===== src/rtl/cdb_fair_arbiter.sv =====
// CDB arbiter: grants up to N_SLOTS requesters per cycle, with one-cycle registered latency.
// Define CDB_ARB_STARVE_EN to add per-requester wait counters that promote starved requesters.
module cdb_fair_arbiter #(
    parameter int unsigned NUM_REQ      = 6,
    parameter int unsigned N_SLOTS      = 2,
    parameter int unsigned STARVE_LIMIT = 4,
    parameter int unsigned CNT_W        = 3
) (
    input  logic                       clock,
    input  logic                       reset,
    input  logic [NUM_REQ-1:0]         req,
    input  logic                       flush,
    output logic [NUM_REQ-1:0]         gnt,
    output logic [N_SLOTS*NUM_REQ-1:0] gnt_bus,
    output logic                       starve_active
);

    logic [NUM_REQ-1:0]         w_starved;
    logic [NUM_REQ-1:0]         w_gnt;
    logic [N_SLOTS*NUM_REQ-1:0] w_gnt_bus;
    logic                       w_starve_sel;

    logic [NUM_REQ-1:0]         r_gnt;
    logic [N_SLOTS*NUM_REQ-1:0] r_gnt_bus;
    logic                       r_starve;

    // Isolates the lowest set bit, i.e. the highest-priority candidate.
    function automatic logic [NUM_REQ-1:0] lowest_bit(input logic [NUM_REQ-1:0] v);
        return v & (~v + NUM_REQ'(1));
    endfunction

`ifdef CDB_ARB_STARVE_EN
    localparam logic [CNT_W-1:0] LIMIT = CNT_W'(STARVE_LIMIT);

    logic [CNT_W-1:0] r_wait_cnt [NUM_REQ];

    // Starved status comes from the registered count, not this cycle's update.
    always_comb begin
        w_starved = '0;
        for (int i = 0; i < NUM_REQ; i++) begin
            w_starved[i] = (r_wait_cnt[i] == LIMIT);
        end
    end

    always_ff @(posedge clock) begin
        for (int i = 0; i < NUM_REQ; i++) begin
            if (reset || flush) begin
                r_wait_cnt[i] <= '0;
            end else if (req[i] && !w_gnt[i]) begin
                r_wait_cnt[i] <= (r_wait_cnt[i] == LIMIT) ? LIMIT : r_wait_cnt[i] + CNT_W'(1);
            end else begin
                r_wait_cnt[i] <= '0;
            end
        end
    end
`else
    assign w_starved = '0;
`endif

    // Starved requesters are drained before normal ones, each group in index order.
    always_comb begin
        logic [NUM_REQ-1:0] v_hi;
        logic [NUM_REQ-1:0] v_lo;
        logic [NUM_REQ-1:0] v_row;
        v_hi      = req & w_starved;
        v_lo      = req & ~w_starved;
        v_row     = '0;
        w_gnt     = '0;
        w_gnt_bus = '0;
        for (int k = 0; k < N_SLOTS; k++) begin
            v_row = (v_hi != '0) ? lowest_bit(v_hi) : lowest_bit(v_lo);
            w_gnt_bus[k*NUM_REQ +: NUM_REQ] = v_row;
            w_gnt = w_gnt | v_row;
            v_hi  = v_hi & ~v_row;
            v_lo  = v_lo & ~v_row;
        end
        w_starve_sel = |(w_gnt & w_starved);
    end

    always_ff @(posedge clock) begin
        if (reset || flush) begin
            r_gnt     <= '0;
            r_gnt_bus <= '0;
            r_starve  <= 1'b0;
        end else begin
            r_gnt     <= w_gnt;
            r_gnt_bus <= w_gnt_bus;
            r_starve  <= w_starve_sel;
        end
    end

    assign gnt           = r_gnt;
    assign gnt_bus       = r_gnt_bus;
    assign starve_active = r_starve;

endmodule


===== config.mk =====
export PLATFORM = sky130hd
export DESIGN_NAME = cdb_fair_arbiter
export DESIGN_NICKNAME = d
export VERILOG_FILES = /design/src/rtl/cdb_fair_arbiter.sv
export SDC_FILE = /design/constraint.sdc
export NUM_CORES = 1
export LEC_CHECK = 0
export BUFFER_PORTS_ARGS = -buffer_cell sky130_fd_sc_hd__clkbuf_2
export CAP_MARGIN = 5
export CORE_UTILIZATION = 40
export DETAILED_ROUTE_END_ITERATION = 10
export GPL_TIMING_DRIVEN = 0
export HOLD_SLACK_MARGIN = 0.02
export PLACE_DENSITY = 0.72
export SYNTH_ARGS = -nofsm -noshare
export SYNTH_HDL_FRONTEND = slang
export SYNTH_SLANG_ARGS = --single-unit

===== constraint.sdc =====
create_clock -name clock -period 1.2 [get_ports clock]
set_clock_uncertainty 0.05 [all_clocks]
set_input_delay 0.12 -clock clock [delete_from_list [all_inputs] [get_ports clock]]
set_output_delay 0.12 -clock clock [all_outputs]
set_load 0.05 [all_outputs]

==> flow_summary.yaml <==
synth:
  synth_cells: 69
  ys_warn_count: 0
  synthXorXnorAreaFrac: 0.0543
  synth_compound_area_frac: 0.103
  async_flop_share: 0
  yosys-top-cells-count: "dfxtp_1, o21ai_0, nor2_1"
  synth_mux_area_frac: 0
  synthAdderAreaFrac: 0.0484
  synth_edf_count: 0
  synth_area_leaders: "dfxtp_1, o21ai_0, xor2_1"
  synth_most_common_cell: "dfxtp_1"
  synth_ff_type: "dfxtp_1"
  synth_top_area_cell: "dfxtp_1"
  synth_seq_cells: 16
  synthDistinctLibCells: 25
  ys_seq_area_frac: 0.496
  avgSynthCellArea_sq_um: 9.36
  synth_simple_gate_area_share: 0.194
  synth_top_family_by_area: "simple AND/OR/NAND/NOR gates"
  synth_top_area_frac: 0.496
  synthesis.area_sq_um: 646
layout:
  drive_gt1_frac: 0.347
  area_delta_synth_final_pct: 28.1
  nNetsFinal: 109
  final_util: 0.549
  stdcell_area_sq_um: 827
  antenna_cells: 0
cts:
  cts.sinks: 16
  cts_root_buffer: "clkbuf_4"
  clockBufferDepth: 2
  numCtsBuffers: 3
  clk_pin_slew_ps: 80
  tritoncts: "yes"
  cts.htree.levels: 1
timing:
  setup_violations: 0
  clock.fmax_mhz: 888
  finalHoldViolations: 0
  fin_crit_sh: 0.938
  period_needed_ps: 1130
  slew_violations: 0
  rsz0062_at_grt: "no"
place:
  finalWeightedCongestion: 0.835
  place_area_sq_um: 785
  portBuffers: 23
  hpwlAfterDp_um: 807
die:
  ios: 28
  floorplan.initialDensity: 0.429
  core_sq_mm: 0.00151
  fp.dieArea_sq_mm: 0.00178
  rows: 14
  die_h_um: 42.2
  die_w_um: 42.2
drt:
  postRouteAntennaNets: 0
  vias_per_cell: 4.78
  post-route-drc-count: 0
  first_pass_iters: 4
  wl_um: 1120
  avgRoutedWirePerCell_um: 9.86
  vias: 545
  drt_iter0_drc: 4
worst_setup_path:
  path_cells: "buf_4 > clkbuf_2"
  crit_path_start_kind: "flop"
  crit_slowest_cell: "dfxtp_1"
  path_max_fanout: 2
  worstPathRequired_ps: 1030
  crit_family: "buffers and inverters"
  path_buf_inv: 2
  slowest_delay_ps: 330
  path_class: "reg2out"
  critPathCaptureType: "output pin"
  critPathArrivalTime_ps: 960
run:
  max-cap-violations: 0
pwr:
  p_leak_nw: 0.381
  vdd_drop_max_uv: 505
  report.power.total_uw: 994
  cellPowerDensity_mw_per_mm2: 1200
global_route:
  grt_overflow: 0
  grt.total_usage: 0.132
  grt_pass1_vias: 410
  grt_max_degree: 11
  antenna_found_initial: 0
  grt_pass1_wl_um: 1850
min_path:
  hold_path.class: "in2reg"
  min_from: "req[5]"
  hold_end: "gnt_bus[5]"
  hold_depth: 3
status:
  status: "completed"
## registers in the layout, summed over array words and instances (netlist names)
| register | cells |
|---|---|
| gnt_bus | 11 |
| gnt | 5 |
## power by group
| part | internal [mW] | total [mW] | switching, mW |
|---|---|---|---|
| Sequential | 0.543 | 0.546 | 0.00312 |
| Clock | 0.116 | 0.258 | 0.142 |
| Combinational | 0.0623 | 0.190 | 0.128 |
| Total | 0.721 | 0.994 | 0.273 |
## worst max path at each step
stage	cells past startpoint	end	slack [ps]	from
4_1_cts	2	gnt_bus[0]	60	gnt_bus[0]
6_report	2	gnt_bus[0]	70	gnt_bus[0]
3_5_place_dp	4	gnt_bus[11]	-30	req[3]
2_1_floorplan	4	gnt_bus[11]	20	req[3]
3_3_place_gp	4	gnt_bus[11]	-30	req[3]
5_1_grt	2	gnt_bus[0]	20	gnt_bus[0]
## cells by family after synthesis
| family | Yosys count |
|---|---|
| flip-flops | 16 |
| adder cells (fa/ha/maj) | 3 |
| XOR/XNOR | 4 |
| AND/OR/NAND/NOR | 23 |
| other | 1 |
| AO/OA/AOI/OAI | 12 |
| buffers and inverters | 10 |
## metrics by stage
stage                     setup slack, ps  TNS [ps]  hold WS [ps]  instances
after global placement              -26.2     -29.1           262        109
final                                74.3         0          47.8        114
after CTS                            55.9         0          33.2        114
after floorplan                      19.9         0           141         70
after detailed placement            -26.2     -36.5           267        109
after global routing                 16.0         0          42.8        114
## metal layers
layer / share of wire / up-vias / routed length (um) / global-route usage
met5: 0 / - / 0 / 0
met4: 0.019 / 0 / 21 / 0.0563
met3: 0.049 / 4 / 55 / 0.0259
met2: 0.47 / 23 / 529 / 0.212
met1: 0.46 / 232 / 517 / 0.173
li1: - / 286 / - / -
## worst min-delay path: cells and delay by family
family	cells	cell delay (ps)
buffers and inverters	1	80
AND/OR/NAND/NOR	2	130
## cell type report
class | instances | area [sq um]
repair buffers | 25 | 135
flip-flops and latches | 16 | 320
clock buffers | 3 | 22.5
well taps | 16 | 20.0
inverters | 2 | 7.51
plain buffers | 8 | 56.3
fillers | 144 | 679
multi-input cells | 44 | 265
## repair_timing
action | CTS | global route
hold buffers | 2 | 0
gates resized for setup | 0 | 0
setup buffers | 0 | 0
hold endpoints to repair | 2 | 0
## cell usage in the layout, fill, tap and decap left out, drive strengths merged
| cell type | count |
|---|---|
| nand2 | 4 |
| maj3 | 3 |
| a21oi | 4 |
| xor2 | 3 |
| dlygate4sd3 | 2 |
| or2 | 1 |
| a2111oi | 1 |
| o21ai | 6 |
| and3 | 1 |
| nor2 | 5 |
| buf | 5 |
| nor3 | 4 |
| nor4 | 3 |
| or3 | 2 |
| xnor2 | 1 |
| clkbuf | 29 |
| o211ai | 1 |
| conb | 2 |
| and2 | 1 |
| nor3b | 1 |
| inv | 2 |
| dfxtp | 16 |
| and3b | 1 |
Note: power is estimated with default switching activity, not from simulation.
